<file path="config.mk">
export PLATFORM = sky130hd
export DESIGN_NAME = lr35902_oam_dma_flat
export DESIGN_NICKNAME = d
export VERILOG_FILES = /design/src/rtl/lr35902_pkg.sv /design/src/rtl/lr35902_oam_dma_if.sv /design/src/rtl/lr35902_oam_dma.sv /design/src/flat_wrapper.sv
export SDC_FILE = /design/constraint.sdc
export NUM_CORES = 1
export LEC_CHECK = 0
export ABC_AREA = 1
export CAP_MARGIN = 10
export CORE_UTILIZATION = 44
export DETAILED_ROUTE_END_ITERATION = 8
export HOLD_SLACK_MARGIN = 0.02
export PLACE_DENSITY = 0.82
export SYNTH_ARGS = -nofsm -noshare
export SYNTH_HDL_FRONTEND = slang
export SYNTH_SLANG_ARGS = --single-unit
</file>
<file path="constraint.sdc">
create_clock -name clk -period 3.41 [get_ports clk]
set_clock_uncertainty 0.1 [all_clocks]
set_input_delay 0.682 -clock clk [delete_from_list [all_inputs] [get_ports clk]]
set_output_delay 0.682 -clock clk [all_outputs]
set_load 0.02 [all_outputs]
</file>
<file path="src/rtl/lr35902_pkg.sv">
// rtl/lr35902_pkg.sv - shared constants and state type for the LR35902 OAM DMA block
package lr35902_pkg;

    localparam logic [7:0]  REG_DMA   = 8'h46;
    localparam logic [15:0] OAM_BASE  = 16'hFE00;
    localparam int          OAM_BYTES = 160;

    typedef enum logic [1:0] {
        IDLE,
        START,
        XFER
    } dma_state_t;

endpackage

</file>
<file path="src/rtl/lr35902_oam_dma_if.sv">
// rtl/lr35902_oam_dma_if.sv - register, source-bus and OAM write-port signals of the OAM DMA
interface lr35902_oam_dma_if;

    logic [7:0]  reg_adr;
    logic [7:0]  reg_din;
    logic [7:0]  reg_dout;
    logic        reg_read;
    logic        reg_write;
    logic [15:0] dma_adr;
    logic        dma_read;
    logic [7:0]  dma_din;
    logic [7:0]  oam_adr;
    logic [7:0]  oam_dout;
    logic        oam_write;

    // master: CPU register bus and source memory side; slave: the DMA controller
    modport master (
        output reg_adr, reg_din, reg_read, reg_write, dma_din,
        input  reg_dout, dma_adr, dma_read, oam_adr, oam_dout, oam_write
    );

    modport slave (
        input  reg_adr, reg_din, reg_read, reg_write, dma_din,
        output reg_dout, dma_adr, dma_read, oam_adr, oam_dout, oam_write
    );

endinterface

</file>
<file path="src/rtl/lr35902_oam_dma.sv">
// rtl/lr35902_oam_dma.sv - FF46 OAM DMA controller; optional LR35902_OAM_DMA_SRC_MIRROR_EN echo-RAM source folding
module lr35902_oam_dma #(
    parameter int CYCLES_PER_BYTE = 4,
    parameter int OAM_BYTES       = lr35902_pkg::OAM_BYTES
) (
    input  logic                 clk,
    input  logic                 reset,
    lr35902_oam_dma_if.slave     bus,
    output logic                 busy
);

    import lr35902_pkg::*;

    localparam int              PW         = $clog2(CYCLES_PER_BYTE);
    localparam logic [PW-1:0]   LAST_PHASE = PW'(CYCLES_PER_BYTE - 1);
    localparam logic [7:0]      LAST_IDX   = 8'(OAM_BYTES - 1);

    dma_state_t     state_q, state_d;
    logic [7:0]     src_hi_q, src_hi_d;
    logic [7:0]     idx_q, idx_d;
    logic [PW-1:0]  phase_q, phase_d;
    logic [7:0]     src_issue;
    logic           start_hit;
    logic           last_phase;
    logic           unused_reg_read;

    assign unused_reg_read = bus.reg_read;
    assign start_hit       = bus.reg_write && (bus.reg_adr == REG_DMA);
    assign last_phase      = (phase_q == LAST_PHASE);

`ifdef LR35902_OAM_DMA_SRC_MIRROR_EN
    // Pages E0-FF alias WRAM C0-DF, as the echo region does on the real bus
    assign src_issue = (src_hi_q[7:5] == 3'b111) ? (src_hi_q & 8'hDF) : src_hi_q;
`else
    assign src_issue = src_hi_q;
`endif

    assign bus.reg_dout = (bus.reg_adr == REG_DMA) ? src_hi_q : 8'hFF;

    always_ff @(posedge clk) begin
        if (reset) begin
            state_q  <= IDLE;
            src_hi_q <= 8'h00;
            idx_q    <= 8'h00;
            phase_q  <= '0;
        end else begin
            state_q  <= state_d;
            src_hi_q <= src_hi_d;
            idx_q    <= idx_d;
            phase_q  <= phase_d;
        end
    end

    always_comb begin
        state_d  = state_q;
        src_hi_d = src_hi_q;
        idx_d    = idx_q;
        phase_d  = phase_q;

        case (state_q)
            START: begin
                if (last_phase) begin
                    state_d = XFER;
                    phase_d = '0;
                    idx_d   = 8'h00;
                end else begin
                    phase_d = phase_q + 1'b1;
                end
            end
            XFER: begin
                if (last_phase) begin
                    phase_d = '0;
                    if (idx_q == LAST_IDX) begin
                        state_d = IDLE;
                        idx_d   = 8'h00;
                    end else begin
                        idx_d = idx_q + 8'h01;
                    end
                end else begin
                    phase_d = phase_q + 1'b1;
                end
            end
            default: ;
        endcase

        // A new FF46 write always restarts from the startup M-cycle
        if (start_hit) begin
            src_hi_d = bus.reg_din;
            state_d  = START;
            idx_d    = 8'h00;
            phase_d  = '0;
        end
    end

    always_comb begin
        bus.dma_read  = 1'b0;
        bus.dma_adr   = 16'h0000;
        bus.oam_write = 1'b0;
        bus.oam_adr   = 8'h00;
        bus.oam_dout  = 8'h00;
        busy          = (state_q != IDLE);
        if (state_q == XFER) begin
            bus.dma_read  = 1'b1;
            bus.dma_adr   = {src_issue, idx_q};
            bus.oam_write = last_phase;
            bus.oam_adr   = idx_q;
            bus.oam_dout  = bus.dma_din;
        end
    end

endmodule

</file>
<file path="src/flat_wrapper.sv">
// flat-port wrapper written by rule: the top's interface ports become plain ports
module lr35902_oam_dma_flat import lr35902_pkg::*;
#(
    parameter int CYCLES_PER_BYTE = 4,
    parameter int OAM_BYTES       = lr35902_pkg::OAM_BYTES
)
  (clk, reset, busy, bus_reg_adr, bus_reg_din, bus_reg_read, bus_reg_write, bus_dma_din, bus_reg_dout, bus_dma_adr, bus_dma_read, bus_oam_adr, bus_oam_dout, bus_oam_write);
  lr35902_oam_dma_if bus_i ();
  input  logic clk;
  input  logic reset;
  output logic busy;
  input wire logic [$bits(bus_i.reg_adr)-1:0] bus_reg_adr;
  input wire logic [$bits(bus_i.reg_din)-1:0] bus_reg_din;
  input wire logic [$bits(bus_i.reg_read)-1:0] bus_reg_read;
  input wire logic [$bits(bus_i.reg_write)-1:0] bus_reg_write;
  input wire logic [$bits(bus_i.dma_din)-1:0] bus_dma_din;
  output wire logic [$bits(bus_i.reg_dout)-1:0] bus_reg_dout;
  output wire logic [$bits(bus_i.dma_adr)-1:0] bus_dma_adr;
  output wire logic [$bits(bus_i.dma_read)-1:0] bus_dma_read;
  output wire logic [$bits(bus_i.oam_adr)-1:0] bus_oam_adr;
  output wire logic [$bits(bus_i.oam_dout)-1:0] bus_oam_dout;
  output wire logic [$bits(bus_i.oam_write)-1:0] bus_oam_write;
  assign bus_i.reg_adr = bus_reg_adr;
  assign bus_i.reg_din = bus_reg_din;
  assign bus_i.reg_read = bus_reg_read;
  assign bus_i.reg_write = bus_reg_write;
  assign bus_i.dma_din = bus_dma_din;
  assign bus_reg_dout = bus_i.reg_dout;
  assign bus_dma_adr = bus_i.dma_adr;
  assign bus_dma_read = bus_i.dma_read;
  assign bus_oam_adr = bus_i.oam_adr;
  assign bus_oam_dout = bus_i.oam_dout;
  assign bus_oam_write = bus_i.oam_write;
  lr35902_oam_dma #(.CYCLES_PER_BYTE(CYCLES_PER_BYTE), .OAM_BYTES(OAM_BYTES)) u_core (.clk(clk), .reset(reset), .bus(bus_i), .busy(busy));
endmodule
</file>
==> results_dict.tcl, run 1 <==
set metrics [dict create \
    worstMarginPinSlew_ns 0.467 \
    synth_nets 267 \
    clk_pin_slew_worst_paths_ns 0.12 \
    fin_crit_sh_pct 93.1 \
    finalNonFillerCells 340 \
    ir_drop_uv 199 \
    grt_antenna_before_repair 0 \
    status "finished clean" \
    tns_ns 0 \
    finalSetupViolCount 0 \
    post-cts-setup-buffers 0 \
    postCtsHoldBufs 0 \
    grt_max_degree 25 \
    clk_latency_ns 0.31 \
    drtPass1Iterations 4 \
    synth.area.mux_share_pct 0 \
    final_layout_size_suffix_gt1_share_pct 9.80 \
    r2r_cells 9 \
    worst-path-max-fanout 8 \
    mostFrequentLayoutCell "nand2_1" \
    synthCells 234 \
    cts_max_path_buffers 2 \
    clock_sinks 20 \
    wl_um 3130 \
    start_util_pct 46.9 \
    synth_fa_ha_area_share_pct 4.30 \
    ys_types 26 \
    wl_per_cell_um 9.21 \
    mostFrequentLayoutCells "nand2_1 (75), clkdlybuf4s50_1 (69), inv_1 (50)" \
    core_um2 3100 \
    min_period_ns 3.18 \
    io_buffers 69 \
    htree_levels 1 \
    dp_hpwl_um 2540 \
    clkPwrFrac_pct 33.9 \
    die_x_um 59.5 \
    end_kind "output pin" \
    cts_root_buf "clkbuf_4" \
    synth_compound_area_share_pct 3.53 \
    cp.required_ns 2.63 \
    die_h_um 59.5 \
    grt_setup_unrepaired "false" \
    drtAntennaViolNets 0 \
    syn_avg_cell_area_um2 6.22 \
    crit_arrival_ns 2.39 \
    min_path_cells 2 \
    place_inst 336 \
    gp_congestion 0.859 \
    final_cell_area_um2 2170 \
    via_per_inst 4.38 \
    whs_ns 0.378 \
    cts-resized-gates 0 \
    synth_top_family_by_area "simple AND/OR/NAND/NOR gates" \
    die_area_um2 3540 \
    cts_buffers 3 \
    ys_ff_latch 20 \
    final_max_slew_viol_count 0 \
    antenna_cells 0 \
    hold_viol_final 0 \
    fmax_ghz 0.315 \
    area_growth_pct 49.0 \
    track_usage_pct 20.0 \
    fp-row-count 20 \
    comb_power_share_pct 24.7 \
    p_leak_nw 1.10 \
    max_slew_margin_pct 68.6 \
    drc_errors 0 \
    drv_cap 0 \
    pin_count 71 \
    yosysSeqAreaShare_pct 27.5 \
    p_switching_w 0.000161 \
    first_global_vias 1399 \
    worstSetupPathType "input pin to output pin" \
    overflow 0 \
    vias 1488 \
    crit_path_start_kind "input pin" \
    synth_area_um2 1460 \
    yosysWarnings 0 \
    dpl-instance-area_um2 2120 \
    power_per_cell_area_nw_per_um2 270 \
    fin_nets 330 \
    grt_pass1_wl_um 5510 \
    p_int_w 0.000425 \
    seqPwrFrac_pct 41.4 \
    p_sw_share_pct 27.5 \
    yosys.area_share.simple_pct 43.3 \
    hold_class "flop to flop" \
    synth_xor_area_share_pct 0.602 \
    drtIter0Drc 64 \
    fin_util_pct 69.9 \
    cts_tree "done" \
]
[Yosys cell counts]
library cell	instances	area [um^2]
a21oi_1	6	30.0
buf_2	2	10.0
buf_4	8	60.1
buf_6	2	22.5
clkinv_1	1	3.75
dfxtp_1	20	400
ha_1	5	62.6
inv_1	50	188
inv_2	5	18.8
nand2_1	75	282
nand2_2	6	37.5
nand2_4	3	33.8
nand3_1	5	25.0
nand3_4	1	17.5
nand4_1	5	31.3
nand4_2	1	12.5
nor2_1	26	97.6
nor2_2	3	18.8
nor2_4	2	22.5
nor2_8	1	20.0
nor3_1	2	10.0
nor4_4	1	21.3
o21ai_0	1	5.00
o21ai_2	1	8.76
o21bai_1	1	7.51
xor2_1	1	8.76
[power groups by stage]
| stage | Combinational [W] | Sequential (W) | Clock (W) |
|---|---|---|---|
| floorplan | 0.0000870 | 0.000247 | 0 |
| global placement | 0.000145 | 0.000248 | 0 |
| detailed placement | 0.000147 | 0.000248 | 0 |
| CTS | 0.000147 | 0.000243 | 0.000204 |
| global route | 0.000160 | 0.000243 | 0.000215 |
| finish | 0.000145 | 0.000243 | 0.000199 |
[state kept, by name (all words and copies together) (netlist names)]
signal           count
u_core.idx_q         8
u_core.phase_q       2
u_core.src_hi_q      8
u_core.state_q       2
[worst max-delay path, stage by stage]
cell and delay, ns:
clkdlybuf4s50_1 0.47, nand2_2 0.09, nor4_4 0.49, nand2_1 0.10, clkdlybuf4s50_1 0.56
[area by class of cell]
type	instances	area, um^2
Fill cell	302	935
Multi-Input combinational cell	146	752
Inverter	56	210
Clock buffer	3	22.5
Timing Repair Buffer	70	698
Clock inverter	1	30.0
Tap cell	44	55.1
Sequential cell	20	400
[metrics by stage]
| stage | setup WS, ns | power, W |
|---|---|---|
| after global routing | 0.0931 | 0.000618 |
| final | 0.235 | 0.000586 |
| after CTS | 0.208 | 0.000594 |
| after detailed placement | 0.209 | 0.000394 |
| after global placement | 0.204 | 0.000393 |
| after floorplan | 1.18 | 0.000334 |
[path summary, 6_finish.rpt]
path	start	slack, ns	to
worst min register to register	u_core.phase_q[1]	0.38	u_core.phase_q[1]
worst max register to register	u_core.state_q[0]	1.46	u_core.idx_q[6]
worst min-delay path	u_core.phase_q[1]	0.38	u_core.phase_q[1]
worst max-delay path	bus_reg_adr[2]	0.23	bus_reg_dout[2]
[layer usage]
layer  wire, um  part of all wire [%]  vias to the layer above  GRT usage (%)
met3        197                   6.3                        2           5.90
met2       1610                    51                       48           37.7
met4         10                  0.32                        0           2.99
met1       1320                    42                      640           22.3
li1           -                     -                      798              -
met5          0                     0                        -              0
[cell families (layout without fill, tap and decap cells)]
logic type / after synthesis / after routing
AO/OA/AOI/OAI: 9 / 9
flip-flops: 20 / 20
XOR/XNOR: 1 / 1
buffers and inverters: 68 / 130
adder cells (fa/ha/maj): 5 / 5
AND/OR/NAND/NOR: 131 / 131
No activity file was read; power rests on OpenSTA's default activity.
==> inputs of run 2 (changes only) <==
REMOVE_ABC_BUFFERS = 1   (was not set)
==> run 2 against run 1 <==
  * Global-route usage decreased by 0.46 points
  * Core utilization decreased by 0.28 points
  * Worst setup slack worse by 0.037 ns
  * Wire length rose by 3.9%
  * Non-clock buffer count increased by 1
  * Largest power group unchanged
  * Highest routed layer unchanged
==> results_dict.tcl, run 2 (synthesized netlist as in run 1, its figures left out) <==
set metrics [dict create \
    clock_sinks 20 \
    cts-resized-gates 0 \
    worstMarginPinSlew_ns 0.458 \
    grt_max_degree 20 \
    fmax_ghz 0.311 \
    crit_top_cell "clkdlybuf4s50_1" \
    first_global_vias 1290 \
    worst-path-max-fanout 8 \
    tns_ns 0 \
    worstSetupPathType "input pin to output pin" \
    fin_crit_sh_pct 94.2 \
    ir_drop_uv 136 \
    status "finished clean" \
    fin_nets 331 \
    wl_um 3250 \
    die_x_um 59.5 \
    mostFrequentLayoutCells "nand2_1 (75), clkdlybuf4s50_1 (69), inv_1 (50)" \
    final_layout_size_suffix_gt1_share_pct 10.1 \
    crit_arrival_ns 2.43 \
    io_buffers 69 \
    finalSetupViolCount 0 \
    pin_count 71 \
    hold_class "flop to flop" \
    wl_per_cell_um 9.54 \
    core_um2 3100 \
    fp-row-count 20 \
    antenna_cells 0 \
    via_per_inst 4.41 \
    track_usage_pct 19.5 \
    area_growth_pct 48.4 \
    max_stage_delay_ns 0.56 \
    cp.required_ns 2.63 \
    drtIter0Drc 65 \
    crit_chain "clkdlybuf4s50_1, nand2_2, nor4_4, nand2_1, clkdlybuf4s50_1" \
    final_max_slew_viol_count 0 \
    grt_pass1_wl_um 5330 \
    cts_buffers 3 \
    drtAntennaViolNets 0 \
    nFillCells 283 \
    cts_tree "done" \
    hold_viol_final 0 \
    htree_levels 1 \
    min_period_ns 3.21 \
    post-cts-setup-buffers 0 \
    power_per_cell_area_nw_per_um2 245 \
    clk_latency_ns 0.30 \
    start_util_pct 46.9 \
    path_buf_inv 2 \
    postCtsHoldBufs 0 \
    power.total_w 0.000529 \
    end_kind "output pin" \
    dp_hpwl_um 2630 \
    drv_cap 0 \
    cts_root_buf "clkbuf_4" \
    grt_antenna_before_repair 0 \
    overflow 0 \
    mostFrequentLayoutCell "nand2_1" \
    crit_family "buffers and inverters" \
    die_h_um 59.5 \
    gp_congestion 0.861 \
    drc_errors 0 \
    slowest_stage "clkdlybuf4s50_1" \
    crit_path_start_kind "input pin" \
    die_area_um2 3540 \
    vias 1503 \
    max_slew_margin_pct 69.2 \
    clk_pin_slew_worst_paths_ns 0.11 \
    cts_max_path_buffers 2 \
    grt_setup_unrepaired "false" \
    largestRegisters "u_core.idx_q x8, u_core.src_hi_q x8" \
    p_leak_nw 1.10 \
    drtPass1Iterations 5 \
]
## run 2: cell count changes in the layout (fill, tap and decap cells not counted)
cell and change:
buf_4 +1, bufinv_16 -1, clkbuf_8 +1
## run 2: layout make-up
class | instances | area (um^2) | share of cell area [%]
multi-input combinational | 146 | 752 | 34.8
tap | 44 | 55.1 | 2.55
timing repair buffer | 71 | 706 | 32.7
clock buffer | 4 | 36.3 | 1.68
inverter | 56 | 210 | 9.73
sequential | 20 | 400 | 18.5
## run 2: power by group
part	switching [W]	total, W	internal, W
logic	0.0000791	0.000148	0.0000690
registers	0.00000397	0.000243	0.000239
clock network	0.0000728	0.000138	0.0000651
## run 2: layer usage
metal	wire (um)	GRT usage, %
met1	1420	22.7
met2	1630	36.8
met3	169	3.06
met4	37	4.98
met5	0	0
## run 2: worst paths after layout
kind | start | to | slack, ns | cells after the start
worst min-delay path | u_core.phase_q[1] | u_core.phase_q[1] | 0.38 | 2
worst min register to register | u_core.phase_q[1] | u_core.phase_q[1] | 0.38 | 2
worst max register to register | u_core.state_q[0] | u_core.idx_q[5] | 1.57 | 9
worst max-delay path | bus_reg_adr[1] | bus_reg_dout[2] | 0.20 | 5
## run 2: metrics by stage
step | cells | setup slack (ns) | hold slack [ns] | area [um^2] | utilization, %
floorplan | 222 | 1.08 | 0.345 | 1360 | -
global placement | 337 | 0.230 | 0.356 | 2120 | 68.4
detailed placement | 337 | 0.212 | 0.362 | 2120 | 68.4
CTS | 341 | 0.200 | 0.380 | 2160 | 69.6
global route | 341 | 0.133 | 0.403 | 2160 | 69.6
finish | 341 | 0.198 | 0.378 | 2160 | 69.6
## run 2: tightest hold or removal path, delay by kind of cell (launching register included)
kind,cells,cell delay (ns)
AO/OA/AOI/OAI,1,0.05
AND/OR/NAND/NOR,1,0.06
flip-flops,1,0.33
